<file path="src/rtl/muldiv_pkg.sv">
// muldiv_pkg: op encodings, FSM state type and decode helpers shared by the muldiv_seq block.
package muldiv_pkg;

  localparam logic [2:0] MD_MULU  = 3'b000;
  localparam logic [2:0] MD_MULS  = 3'b001;
  localparam logic [2:0] MD_MULSU = 3'b010;
  localparam logic [2:0] MD_DIVU  = 3'b100;
  localparam logic [2:0] MD_DIV   = 3'b101;

  typedef enum logic [1:0] {
    IDLE,
    RUN,
    EARLY,
    FIX
  } md_state_e;

  // Operand a is treated as two's complement.
  function automatic logic md_is_signed_a(input logic [2:0] op);
    return (op == MD_MULS) || (op == MD_MULSU) || (op == MD_DIV);
  endfunction

  // Operand b is treated as two's complement.
  function automatic logic md_is_signed_b(input logic [2:0] op);
    return (op == MD_MULS) || (op == MD_DIV);
  endfunction

  function automatic logic md_is_mul(input logic [2:0] op);
    return (op == MD_MULU) || (op == MD_MULS) || (op == MD_MULSU);
  endfunction

  function automatic logic md_is_div(input logic [2:0] op);
    return (op == MD_DIVU) || (op == MD_DIV);
  endfunction

endpackage

</file>
<file path="src/rtl/muldiv_seq_if.sv">
// muldiv_seq_if: issue/result bundle between the execute stage (master) and muldiv_seq (slave).
interface muldiv_seq_if #(
  parameter int unsigned RV = 32
);
  logic          start;
  logic [2:0]    op;
  logic [RV-1:0] a;
  logic [RV-1:0] b;
  logic          abort;
  logic          hi_wr;
  logic [RV-1:0] hi_wdata;
  logic          busy;
  logic          done;
  logic [RV-1:0] result_lo;
  logic [RV-1:0] result_hi;
  logic          dbz;

  modport master (
    output start, op, a, b, abort, hi_wr, hi_wdata,
    input  busy, done, result_lo, result_hi, dbz
  );

  modport slave (
    input  start, op, a, b, abort, hi_wr, hi_wdata,
    output busy, done, result_lo, result_hi, dbz
  );
endinterface

</file>
<file path="src/rtl/muldiv_step.sv">
// muldiv_step: one combinational iteration of the sequential multiply/divide datapath.
// Multiply: acc = (acc << STEP) + b * (top STEP bits of a), a shifted left by STEP.
// Divide (only with MULDIV_DIV_EN): STEP restoring trial-subtract steps on {rem, quo} held in acc.
module muldiv_step #(
  parameter int unsigned RV   = 32,
  parameter int unsigned STEP = 1
) (
  input  logic            i_div,
  input  logic [2*RV-1:0] i_acc,
  input  logic [RV-1:0]   i_ma,
  input  logic [RV-1:0]   i_mb,
  output logic [2*RV-1:0] o_acc,
  output logic [RV-1:0]   o_ma
);

  localparam int unsigned AW = 2 * RV;

  logic [STEP-1:0] w_digit;
  logic [AW-1:0]   w_pp;
  logic [AW-1:0]   w_mul_acc;

  assign w_digit = i_ma[RV-1 -: STEP];

  // Partial product b * digit built from shifted copies of b.
  always_comb begin
    w_pp = '0;
    for (int j = 0; j < int'(STEP); j++) begin
      if (w_digit[j]) begin
        w_pp = w_pp + (AW'(i_mb) << j);
      end
    end
  end

  assign w_mul_acc = (i_acc << STEP) + w_pp;

`ifdef MULDIV_DIV_EN
  logic [RV:0]   w_rem;
  logic [RV-1:0] w_quo;

  // Restoring division: acc high half is the partial remainder, low half the dividend
  // being shifted out MSB first while quotient bits shift in at the bottom.
  always_comb begin
    w_rem = {1'b0, i_acc[AW-1:RV]};
    w_quo = i_acc[RV-1:0];
    for (int k = 0; k < int'(STEP); k++) begin
      w_rem = {w_rem[RV-1:0], w_quo[RV-1]};
      w_quo = {w_quo[RV-2:0], 1'b0};
      if (w_rem >= {1'b0, i_mb}) begin
        w_rem    = w_rem - {1'b0, i_mb};
        w_quo[0] = 1'b1;
      end
    end
  end

  // Select the active datapath.
  always_comb begin
    o_acc = i_div ? {w_rem[RV-1:0], w_quo} : w_mul_acc;
    o_ma  = i_ma << STEP;
  end
`else
  logic w_unused_div;
  assign w_unused_div = i_div;

  // Multiply is the only datapath in this build.
  always_comb begin
    o_acc = w_mul_acc;
    o_ma  = i_ma << STEP;
  end
`endif

endmodule

</file>
<file path="src/rtl/muldiv_seq.sv">
// muldiv_seq: sequential multiply/divide unit, STEP result bits per RUN cycle.
// Optional feature macro: MULDIV_DIV_EN (divider datapath and divide opcodes).
// Without it, divide opcodes complete as reserved (EARLY, zero results, no dbz).
module muldiv_seq
  import muldiv_pkg::*;
#(
  parameter int unsigned RV   = 32,
  parameter int unsigned STEP = 1
) (
  input logic         i_clk,
  input logic         i_reset_n,
  muldiv_seq_if.slave bus
);

  localparam int unsigned N    = RV / STEP;
  localparam int unsigned CW   = (N > 1) ? $clog2(N) : 1;
  localparam logic [CW-1:0] LAST = CW'(N - 1);

  md_state_e       r_state;
  logic [CW-1:0]   r_cnt;
  logic [2*RV-1:0] r_acc;
  logic [RV-1:0]   r_ma;
  logic [RV-1:0]   r_mb;
  logic            r_neg_lo;  // negate product (mul) or quotient (div)
  logic            r_busy;
  logic            r_done;
  logic            r_dbz;
  logic [RV-1:0]   r_lo;
  logic [RV-1:0]   r_hi;
`ifdef MULDIV_DIV_EN
  logic            r_is_div;
  logic            r_neg_hi;  // negate remainder
`endif

  logic            w_sa;
  logic            w_sb;
  logic [RV-1:0]   w_abs_a;
  logic [RV-1:0]   w_abs_b;
  logic            w_is_mul;
  logic            w_is_div;
  logic            w_early;
  logic            w_early_dbz;
  logic [RV-1:0]   w_early_lo;
  logic [RV-1:0]   w_early_hi;
  logic            w_step_div;
  logic [2*RV-1:0] w_step_acc;
  logic [RV-1:0]   w_step_ma;
  logic [2*RV-1:0] w_prod;
  logic [RV-1:0]   w_fix_lo;
  logic [RV-1:0]   w_fix_hi;

  // Issue-time decode: operand signs, magnitudes and special-case results.
  always_comb begin
    w_sa     = md_is_signed_a(bus.op) & bus.a[RV-1];
    w_sb     = md_is_signed_b(bus.op) & bus.b[RV-1];
    w_abs_a  = w_sa ? -bus.a : bus.a;
    w_abs_b  = w_sb ? -bus.b : bus.b;
    w_is_mul = md_is_mul(bus.op);
`ifdef MULDIV_DIV_EN
    w_is_div = md_is_div(bus.op);
`else
    w_is_div = 1'b0;
`endif
    w_early     = 1'b1;
    w_early_dbz = 1'b0;
    w_early_lo  = '0;
    w_early_hi  = '0;
    if (w_is_mul) begin
      w_early = (bus.a == '0) || (bus.b == '0);
    end else if (w_is_div) begin
      if (bus.b == '0) begin
        w_early_lo  = '1;
        w_early_hi  = bus.a;
        w_early_dbz = 1'b1;
      end else if ((bus.op == MD_DIV) && (bus.a == {1'b1, {(RV-1){1'b0}}}) &&
                   (bus.b == '1)) begin
        w_early_lo = bus.a;
      end else begin
        w_early = 1'b0;
      end
    end
  end

`ifdef MULDIV_DIV_EN
  assign w_step_div = r_is_div;
`else
  assign w_step_div = 1'b0;
`endif

  muldiv_step #(
    .RV  (RV),
    .STEP(STEP)
  ) u_step (
    .i_div(w_step_div),
    .i_acc(r_acc),
    .i_ma (r_ma),
    .i_mb (r_mb),
    .o_acc(w_step_acc),
    .o_ma (w_step_ma)
  );

  // Sign fix-up applied to the final iteration's output, so results and done register together.
  always_comb begin
    w_prod   = r_neg_lo ? -w_step_acc : w_step_acc;
    w_fix_lo = w_prod[RV-1:0];
    w_fix_hi = w_prod[2*RV-1:RV];
`ifdef MULDIV_DIV_EN
    if (r_is_div) begin
      w_fix_lo = r_neg_lo ? -w_step_acc[RV-1:0] : w_step_acc[RV-1:0];
      w_fix_hi = r_neg_hi ? -w_step_acc[2*RV-1:RV] : w_step_acc[2*RV-1:RV];
    end
`endif
  end

  // Control FSM with registered outputs; the result registers only change on completion or hi_wr.
  always_ff @(posedge i_clk) begin
    if (!i_reset_n) begin
      r_state  <= IDLE;
      r_cnt    <= '0;
      r_acc    <= '0;
      r_ma     <= '0;
      r_mb     <= '0;
      r_neg_lo <= 1'b0;
      r_busy   <= 1'b0;
      r_done   <= 1'b0;
      r_dbz    <= 1'b0;
      r_lo     <= '0;
      r_hi     <= '0;
`ifdef MULDIV_DIV_EN
      r_is_div <= 1'b0;
      r_neg_hi <= 1'b0;
`endif
    end else begin
      r_done <= 1'b0;
      r_dbz  <= 1'b0;
      if (bus.abort) begin
        r_state <= IDLE;
        r_busy  <= 1'b0;
      end else begin
        unique case (r_state)
          IDLE: begin
            if (bus.start) begin
              r_busy   <= 1'b1;
              r_cnt    <= '0;
              r_mb     <= w_abs_b;
              r_neg_lo <= w_sa ^ w_sb;
`ifdef MULDIV_DIV_EN
              r_is_div <= w_is_div;
              r_neg_hi <= w_sa;
`endif
              if (w_early) begin
                r_state <= EARLY;
                r_done  <= 1'b1;
                r_dbz   <= w_early_dbz;
                r_lo    <= w_early_lo;
                r_hi    <= w_early_hi;
              end else begin
                r_state <= RUN;
                r_ma    <= w_abs_a;
                r_acc   <= w_is_div ? {{RV{1'b0}}, w_abs_a} : '0;
              end
            end else if (bus.hi_wr) begin
              r_hi <= bus.hi_wdata;
            end
          end
          RUN: begin
            r_acc <= w_step_acc;
            r_ma  <= w_step_ma;
            r_cnt <= r_cnt + CW'(1);
            if (r_cnt == LAST) begin
              r_state <= FIX;
              r_done  <= 1'b1;
              r_lo    <= w_fix_lo;
              r_hi    <= w_fix_hi;
            end
          end
          FIX, EARLY: begin
            r_state <= IDLE;
            r_busy  <= 1'b0;
          end
          default: begin
            r_state <= IDLE;
            r_busy  <= 1'b0;
          end
        endcase
      end
    end
  end

  assign bus.busy      = r_busy;
  assign bus.done      = r_done;
  assign bus.dbz       = r_dbz;
  assign bus.result_lo = r_lo;
  assign bus.result_hi = r_hi;

endmodule
</file>
<file path="src/flat_wrapper.sv">
// flat-port wrapper written by rule: the top's interface ports become plain ports
module muldiv_seq_flat import muldiv_pkg::*;
#(
  parameter int unsigned RV   = 32,
  parameter int unsigned STEP = 1
)
  (i_clk, i_reset_n, bus_start, bus_op, bus_a, bus_b, bus_abort, bus_hi_wr, bus_hi_wdata, bus_busy, bus_done, bus_result_lo, bus_result_hi, bus_dbz);
  muldiv_seq_if #(.RV(RV)) bus_i ();
  input logic i_clk;
  input logic i_reset_n;
  input wire logic [$bits(bus_i.start)-1:0] bus_start;
  input wire logic [$bits(bus_i.op)-1:0] bus_op;
  input wire logic [$bits(bus_i.a)-1:0] bus_a;
  input wire logic [$bits(bus_i.b)-1:0] bus_b;
  input wire logic [$bits(bus_i.abort)-1:0] bus_abort;
  input wire logic [$bits(bus_i.hi_wr)-1:0] bus_hi_wr;
  input wire logic [$bits(bus_i.hi_wdata)-1:0] bus_hi_wdata;
  output wire logic [$bits(bus_i.busy)-1:0] bus_busy;
  output wire logic [$bits(bus_i.done)-1:0] bus_done;
  output wire logic [$bits(bus_i.result_lo)-1:0] bus_result_lo;
  output wire logic [$bits(bus_i.result_hi)-1:0] bus_result_hi;
  output wire logic [$bits(bus_i.dbz)-1:0] bus_dbz;
  assign bus_i.start = bus_start;
  assign bus_i.op = bus_op;
  assign bus_i.a = bus_a;
  assign bus_i.b = bus_b;
  assign bus_i.abort = bus_abort;
  assign bus_i.hi_wr = bus_hi_wr;
  assign bus_i.hi_wdata = bus_hi_wdata;
  assign bus_busy = bus_i.busy;
  assign bus_done = bus_i.done;
  assign bus_result_lo = bus_i.result_lo;
  assign bus_result_hi = bus_i.result_hi;
  assign bus_dbz = bus_i.dbz;
  muldiv_seq #(.RV(RV), .STEP(STEP)) u_core (.i_clk(i_clk), .i_reset_n(i_reset_n), .bus(bus_i));
endmodule
</file>
<file path="config.mk">
export PLATFORM = sky130hd
export DESIGN_NAME = muldiv_seq_flat
export DESIGN_NICKNAME = d
export VERILOG_FILES = /design/src/rtl/muldiv_pkg.sv /design/src/rtl/muldiv_seq_if.sv /design/src/rtl/muldiv_step.sv /design/src/rtl/muldiv_seq.sv /design/src/flat_wrapper.sv
export SDC_FILE = /design/constraint.sdc
export NUM_CORES = 1
export LEC_CHECK = 0
export CORE_MARGIN = 4
export CORE_UTILIZATION = 30
export DETAILED_ROUTE_END_ITERATION = 8
export GPL_ROUTABILITY_DRIVEN = 0
export HOLD_SLACK_MARGIN = 0.06
export SYNTH_ARGS = -nofsm -noshare
export SYNTH_HDL_FRONTEND = slang
export SYNTH_SLANG_ARGS = --single-unit
</file>
<file path="constraint.sdc">
create_clock -name i_clk -period 6.3 [get_ports i_clk]
set_input_delay 1.26 -clock i_clk [delete_from_list [all_inputs] [get_ports i_clk]]
set_output_delay 1.26 -clock i_clk [all_outputs]
set_load 0.01 [all_outputs]
</file>
==> qor.yml, run 1 <==
synth_top_cell_area_share: 0.292
fin_crit_ns: 6.00
grt_use_met2: 0.289
setup_tns_ns: 0
hold_slack_ns: 0.450
hpwl_um: 34800
hold_path_end: "u_core.r_mb[27]"
r2r_setup_slack_ns: 0.30
clk_pin_slew_ns: 0.06
worst_slack_ns: 0.303
drt_iter0_markers: 1079
worstSetupPathType: "reg2reg"
synthXorXnorAreaFrac: 0.0958
status: "finished, final reports clean"
ant_nets: 0
finalClockSkew_ns: 0.0280
die_x_um: 222
synth_compound_gate_area_share: 0.273
grt_pass1_wl_um: 74100
dpl_worst_slack_ns: 0.488
cts_resized: 0
yosysWarnings: 0
overflow: 0
antenna_found_initial: 0
yosys.area.top_type: "dfxtp_1"
fin_area_um2: 16900
tightest_slew_ns: 1.04
clkLatencyLatePin_ns: 0.56
drc_errors: 0
cp.required_ns: 6.74
root_buffer: "clkbuf_16"
syn_inst: 1831
worstPathBufferInverterCount: 0
synth-seq-area-share: 0.292
synthAdderAreaFrac: 0.0341
htree_levels: 1
holdCritPathClass: "reg2reg"
grt_max_degree: 83
clock_path_buffers: 3
ys_types: 94
cp-end-kind: "register"
power.total_mw: 3.35
cts_sinks: 201
cts_buffers: 26
row_count: 78
worstPathCellList: "and2_1 > ha_1 > fa_1 > a211oi_1 > o211ai_1 > a221oi_2 > nor3_1 > o211ai_1 > xnor2_1 > nor4_1 > nand3_1 > or4_1 > mux2i_1 > a21oi_1"
irDropWorstVdd_uv: 202
p_leak_nw: 6.11
async_reset_ff_frac: 0
slowest_delay_ns: 0.86
finalHoldViolations: 0
synthFlopType: "dfxtp_1"
place_inst: 2510
n_fill_cell: 4684
cp-start-kind: "register"
synth_area_leaders: "dfxtp_1 29%, nor2_1 7.8%, xnor2_1 5.5%, a21oi_1 5.1%, a22oi_1 4.8%"
dr.pass1.iters: 5
antenna_cells: 0
finalNonFillerCells: 2558
setup_viol: 0
post-route-util: 0.373
cp_slowest_cell: "nor4_1"
synth.most_common_cell: "nor2_1"
wl_per_cell_um: 18.2
met3_usage: 0.0347
postCtsSetupRepairBufs: 0
r2r_start: "u_core.r_ma[31]"
io_pins: 171
nets: 2079
cap_violations: 0
synth_area_um2: 13800
initial_core_util: 0.304
yosys-top-cells-count: "285 x nor2_1, 201 x dfxtp_1, 141 x a21oi_1"
die_y_um: 222
placed_area_um2: 16000
avgSynthCellArea_um2: 7.54
vias: 14100
timing.slew.headroom: 0.299
fin_crit_sh: 0.952
power_per_cell_area_nw_per_um2: 198
hold_depth: 2
synth_edf_count: 0
cts_tree: "done"
cpLargestDelayFamily: "simple AND/OR/NAND/NOR gates"
ys_ff_latch: 201
port_buffers: 169
vias_per_cell: 5.52
worst-r2r-cell-count: 14
synth_nets: 1972
path_max_fanout: 34
seq_area_um2: 4020
rsz0062_at_grt: "no"
r2r_end: "u_core.bus.result_hi[26]"
worst_path_most_repeated_cell: "o211ai_1"
worstPathArrival_ns: 6.43
yosys-mux-area-fraction: 0.00889
drive_above_1_share: 0.0638
slew_violations: 0
wl_um: 46700
grt_use_met1: 0.245
syn_to_final_growth_pct: 22.8
core_region_area_um2: 45400
max_freq_mhz: 167
hold_buffers: 0
worstHoldStart: "u_core.r_mb[27]"
synth_simple_gate_area_frac: 0.253
die_area_um2: 49500
grt.busiest_layer: "met2"
synth_top_family_by_area: "compound AO/OA/AOI/OAI gates"
multi_input_area_um2: 9220
track_usage: 0.179
grt_pass1_vias: 13200
[final cells by class]
cell class	instances	area share
repair buffers	199	0.115
inverters	25	0.00569
clock inverters	13	0.00953
multi-input cells	1485	0.544
well taps	600	0.0443
clock buffers	35	0.0434
flip-flops and latches	201	0.238
[logic make-up after synthesis]
kind of cell / Yosys count
xor gates and xnor gates: 151
DFF: 201
muxes: 12
and+or+nand+nor: 716
buffers and inverters: 145
other: 1
adders and majority gates: 37
AOI/OAI and AO/OA: 568
[where the power goes]
part	internal (mW)	leakage [nW]	switching, mW
registers	1.31	1.63	0.0264
logic	0.202	4.03	0.260
clock network	0.942	0.443	0.610
[worst reg2reg max path, delay by kind of cell (launching register included)]
family          cells  cell delay [ns]
simple gates        5             2.53
xor+xnor            1             0.14
fa+ha+maj           2             0.64
compound gates      5             1.87
mux                 1             0.16
flops               1             0.54
[flip-flops by register name, summed over array words and instances, names as in the netlist]
name,cells
u_core.r_acc,63
u_core.bus.result_hi,32
u_core.bus.result_lo,32
u_core.r_ma,32
u_core.r_mb,32
u_core.r_cnt,5
u_core.r_state,2
u_core.bus.busy,1
u_core.bus.done,1
u_core.r_neg_lo,1
[cells in the final DEF, fill, tap and decap left out, types with 62 or more instances in the layout]
cell	Yosys	final
a21oi_1	141	141
clkdlybuf4s50_1	0	169
a211oi_1	63	62
a22oi_1	88	88
o21ai_0	97	97
dfxtp_1	201	201
xor2_1	64	64
nor2_1	285	282
nand2_1	133	132
xnor2_1	87	87
[per-layer routing]
layer  vias to the layer above  share of wire  routed length [µm]
met5                         -              0                   0
met4                         0          0.028                1320
met3                        78          0.075                3500
met2                       508           0.45               20900
met1                      6583           0.45               20900
li1                       6940              -                   -
[how the worst max path moves through the flow]
| stage | start | to | slack, ns | depth (start not counted) |
|---|---|---|---|---|
| 2_1_floorplan | u_core.r_ma[31] | u_core.bus.result_hi[25] | 1.25 | 16 |
| 3_3_place_gp | u_core.r_ma[31] | u_core.bus.result_hi[26] | 0.46 | 14 |
| 3_5_place_dp | u_core.r_ma[31] | u_core.bus.result_hi[26] | 0.49 | 14 |
| 4_1_cts | u_core.r_ma[31] | u_core.bus.result_hi[26] | 0.45 | 14 |
| 5_1_grt | u_core.r_ma[31] | u_core.bus.result_hi[26] | 0.01 | 14 |
| 6_report | u_core.r_ma[31] | u_core.bus.result_hi[26] | 0.30 | 14 |
Power figures use the tool's default switching activity.
==> run 2, diff against run 1 <==
==> constraint.sdc (replaced) <==
create_clock -name i_clk -period 6.15 [get_ports i_clk]
set_input_delay 1.23 -clock i_clk [delete_from_list [all_inputs] [get_ports i_clk]]
set_output_delay 1.23 -clock i_clk [all_outputs]
set_load 0.01 [all_outputs]
==> qor.yml, run 2 (synthesis results as in run 1) <==
status: "finished, final reports clean"
syn_to_final_growth_pct: 22.7
cts_tree: "done"
vias: 14100
r2r_setup_slack_ns: 0.33
final_cell_mix: "282 x nor2_1, 201 x dfxtp_1, 169 x clkdlybuf4s50_1"
finalHoldViolations: 0
htree_levels: 1
hold_slack_ns: 0.452
rsz0062_at_grt: "no"
dr.pass1.iters: 6
drive_above_1_share: 0.0628
regMostFlops: "u_core.r_acc"
antenna_found_initial: 1
p_comb_frac: 0.138
core_region_area_um2: 45400
setup_tns_ns: 0
drt_iter0_markers: 1292
path_max_fanout: 34
grt_max_degree: 78
final_common_cell: "nor2_1"
max_freq_mhz: 172
cp-start-kind: "register"
hpwl_um: 34900
crit_start: "u_core.r_ma[31]"
io_pins: 171
cts_sinks: 201
setup_viol: 0
port_buffers: 169
r2r_start: "u_core.r_ma[31]"
wl_um: 46200
overflow: 0
cp.required_ns: 6.59
die_y_um: 222
grt.busiest_layer: "met2"
cap_violations: 0
irDropWorstVdd_uv: 186
nets: 2082
worstHoldStart: "u_core.r_mb[27]"
grt_pass1_wl_um: 73100
ant_nets: 0
worstPathArrival_ns: 6.26
track_usage: 0.177
grt_use_met2: 0.290
worst-r2r-cell-count: 14
fin_crit_ns: 5.82
critPathCapture: "u_core.bus.result_hi[26]"
fin_crit_sh: 0.946
vias_per_cell: 5.50
row_count: 78
initial_core_util: 0.304
seq_power_share: 0.402
holdCritPathClass: "reg2reg"
finalClockSkew_ns: 0.0246
largest_reg_flops: 63
worstSetupPathType: "reg2reg"
tightest_slew_ns: 0.993
clock_path_buffers: 3
die_area_um2: 49500
timing.slew.headroom: 0.332
r2r_end: "u_core.bus.result_hi[26]"
cts_resized: 0
p_leak_nw: 6.11
clkLatencyLatePin_ns: 0.56
clkPwrFrac: 0.460
p_sw_frac: 0.265
drc_errors: 0
clk_pin_slew_ns: 0.06
root_buffer: "clkbuf_16"
slew_violations: 0
die_x_um: 222
n_fill_cell: 4759
power_per_cell_area_nw_per_um2: 202
wl_per_cell_um: 18.1
switchingPower_uw: 906
p_int_mw: 2.51
postCtsSetupRepairBufs: 0
grt_use_met1: 0.238
grt_pass1_vias: 13300
power.total_mw: 3.41
cts_buffers: 25
antenna_cells: 0
hold_buffers: 0
hold_depth: 2
cp-end-kind: "register"
met3_usage: 0.0333
run 2: worst max-delay path, stage by stage, from the launching register on:
cell and delay [ns]:
dfxtp_1 0.54, and2_1 0.30, ha_1 0.22, fa_1 0.43, a211oi_1 0.39, o211ai_1 0.29, a221oi_2 0.74, o211ai_1 0.21
xor2_1 0.24, a211oi_1 0.31, or4b_1 0.53, or4bb_2 0.71, or4_1 0.55, mux2i_1 0.16, a21oi_1 0.08
run 2: layout make-up:
cell class                 instances  area [µm²]  share of cell area
clock buffer                      34         689              0.0407
clock inverter                    10         173              0.0102
inverter                          25        96.3             0.00569
multi-input combinational       1485        9220               0.545
sequential                       201        4020               0.238
tap                              600         751              0.0444
timing repair buffer             203        1970               0.117
run 2: metal layers:
| layer | up-vias | routed length (µm) | share of wire |
|---|---|---|---|
| li1 | 6936 | - | - |
| met1 | 6580 | 20700 | 0.45 |
| met2 | 468 | 20900 | 0.45 |
| met3 | 92 | 3190 | 0.069 |
| met4 | 2 | 1380 | 0.030 |
| met5 | - | 11 | 0.00024 |
run 2: metrics by stage:
step	cell area [µm²]	util	setup WS, ns	std cells
finish	16900	0.373	0.334	2558
global route	16900	0.373	0.0575	2558
CTS	16900	0.373	0.461	2558
detailed placement	16100	0.354	0.454	2514
global placement	16100	0.354	0.504	2514
floorplan	13800	-	1.10	1831
run 2: power groups by stage:
stage / clock network [mW] / logic [mW] / registers [mW]
global route: 1.66 / 0.517 / 1.38
floorplan: 0 / 0.264 / 1.40
global placement: 0 / 0.466 / 1.40
CTS: 1.61 / 0.472 / 1.37
detailed placement: 0 / 0.471 / 1.40
finish: 1.57 / 0.471 / 1.37
run 2: worst min-delay path by stage:
stage | endpoint | slack (ns)
2_1_floorplan | u_core.r_mb[18] | 0.43
3_3_place_gp | u_core.r_mb[27] | 0.44
3_5_place_dp | u_core.r_mb[27] | 0.45
4_1_cts | u_core.r_mb[30] | 0.46
5_1_grt | u_core.r_mb[29] | 0.48
6_report | u_core.r_mb[27] | 0.45
==> run 3, diff against run 2 <==
--- a/config.mk
+++ b/config.mk
@@ -10,6 +10,7 @@
 export DETAILED_ROUTE_END_ITERATION = 8
 export GPL_ROUTABILITY_DRIVEN = 0
 export HOLD_SLACK_MARGIN = 0.06
+export RECOVER_POWER = 25
 export SYNTH_ARGS = -nofsm -noshare
 export SYNTH_HDL_FRONTEND = slang
 export SYNTH_SLANG_ARGS = --single-unit
==> qor.yml, run 3 (synthesis results as in run 1) <==
grt_pass1_wl_um: 73100
rsz0062_at_grt: "no"
htree_levels: 1
die_y_um: 222
row_count: 78
tightest_slew_ns: 1.04
r2r_end: "u_core.bus.result_hi[26]"
setup_viol: 0
port_buffers: 169
hold_slack_ns: 0.452
nets: 2082
syn_to_final_growth_pct: 22.7
r2r_start: "u_core.r_ma[31]"
n_fill_cell: 4759
power.total_mw: 3.41
hpwl_um: 34900
p_leak_nw: 6.30
die_area_um2: 49500
vias: 14100
grt_max_degree: 78
worstPathArrival_ns: 6.24
finalClockSkew_ns: 0.0237
cp.required_ns: 6.59
cap_violations: 0
regMostFlops: "u_core.r_acc"
path_max_fanout: 34
slew_violations: 0
ant_nets: 0
drc_errors: 0
r2r_setup_slack_ns: 0.35
setup_tns_ns: 0
wl_per_cell_um: 18.0
status: "finished, final reports clean"
finalHoldViolations: 0
timing.slew.headroom: 0.302
worstSetupPathType: "reg2reg"
fin_crit_sh: 0.943
overflow: 0
grt_pass1_vias: 13300
cp-start-kind: "register"
worstHoldStart: "u_core.r_mb[27]"
vias_per_cell: 5.50
fin_area_um2: 16900
irDropWorstVdd_uv: 186
cts_buffers: 25
clk_pin_slew_ns: 0.06
worst-r2r-cell-count: 14
final_cell_mix: "282 x nor2_1, 201 x dfxtp_1, 141 x a21oi_1"
postCtsSetupRepairBufs: 0
largest_reg_flops: 63
io_pins: 171
hold_depth: 2
cts_tree: "done"
fin_crit_ns: 5.80
wl_um: 46200
hold_buffers: 0
holdCritPathClass: "reg2reg"
die_x_um: 222
cp-end-kind: "register"
root_buffer: "clkbuf_16"
final_common_cell: "nor2_1"
placed_area_um2: 16100
multi_input_area_um2: 9220
dr.pass1.iters: 6
antenna_found_initial: 1
max_freq_mhz: 172
hold_path_end: "u_core.r_mb[27]"
drt_iter0_markers: 1277
power_per_cell_area_nw_per_um2: 201
seq_area_um2: 4020
clkLatencyLatePin_ns: 0.56
initial_core_util: 0.304
drive_above_1_share: 0.0628
clock_path_buffers: 3
track_usage: 0.177
core_region_area_um2: 45400
antenna_cells: 0
cts_sinks: 201
cts_resized: 0
[run 3: changes by cell type in the layout (fill, tap and decap cells not counted), sizes merged]
| cell | previous run | this run |
|---|---|---|
| clkdlybuf4s50 | 169 | 105 |
| dlygate4sd3 | 0 | 64 |
[run 3: stage by stage]
stage	util	instances	setup WS [ns]
floorplan	-	1831	1.10
finish	0.373	2558	0.350
detailed placement	0.354	2514	0.454
global placement	0.354	2514	0.504
global route	0.373	2558	0.0575
CTS	0.373	2558	0.461
[run 3: worst max path at each step]
| stage | start | endpoint | depth (start not counted) |
|---|---|---|---|
| floorplan | u_core.r_ma[31] | u_core.bus.result_hi[25] | 16 |
| global placement | u_core.r_ma[31] | u_core.bus.result_hi[26] | 14 |
| detailed placement | u_core.r_ma[31] | u_core.bus.result_hi[26] | 14 |
| CTS | u_core.r_ma[31] | u_core.bus.result_hi[26] | 14 |
| global route | u_core.r_ma[31] | u_core.bus.result_hi[20] | 16 |
| finish | u_core.r_ma[31] | u_core.bus.result_hi[26] | 14 |
[run 3: final cells by class]
| class | count | area share |
|---|---|---|
| tap | 600 | 0.0444 |
| clock buffer | 34 | 0.0407 |
| inverter | 25 | 0.00569 |
| clock inverter | 10 | 0.0102 |
| multi-input combinational | 1485 | 0.545 |
| sequential | 201 | 0.238 |
| timing repair buffer | 203 | 0.117 |
[run 3: worst max-delay path, cell delays in order, from the launching register on]
cell and delay (ns):
dfxtp_1 0.54, and2_1 0.30, ha_1 0.22, fa_1 0.43
a211oi_1 0.38, o211ai_1 0.30, a221oi_2 0.72, o211ai_1 0.20
xor2_1 0.24, a211oi_1 0.31, or4b_1 0.53, or4bb_2 0.71
or4_1 0.55, mux2i_1 0.16, a21oi_1 0.08
[run 3: power by group]
group / internal (mW) / leakage [nW] / switching (mW)
sequential: 1.35 / 1.63 / 0.0249
combinational: 0.200 / 4.25 / 0.263
clock: 0.956 / 0.423 / 0.617
[run 3: routing by layer]
| metal | GRT usage | share of wire | vias to the layer above |
|---|---|---|---|
| met5 | 0 | 0.00024 | - |
| met1 | 0.238 | 0.44 | 6578 |
| li1 | - | - | 6931 |
| met4 | 0.0521 | 0.031 | 2 |
| met2 | 0.290 | 0.45 | 473 |
| met3 | 0.0333 | 0.071 | 90 |
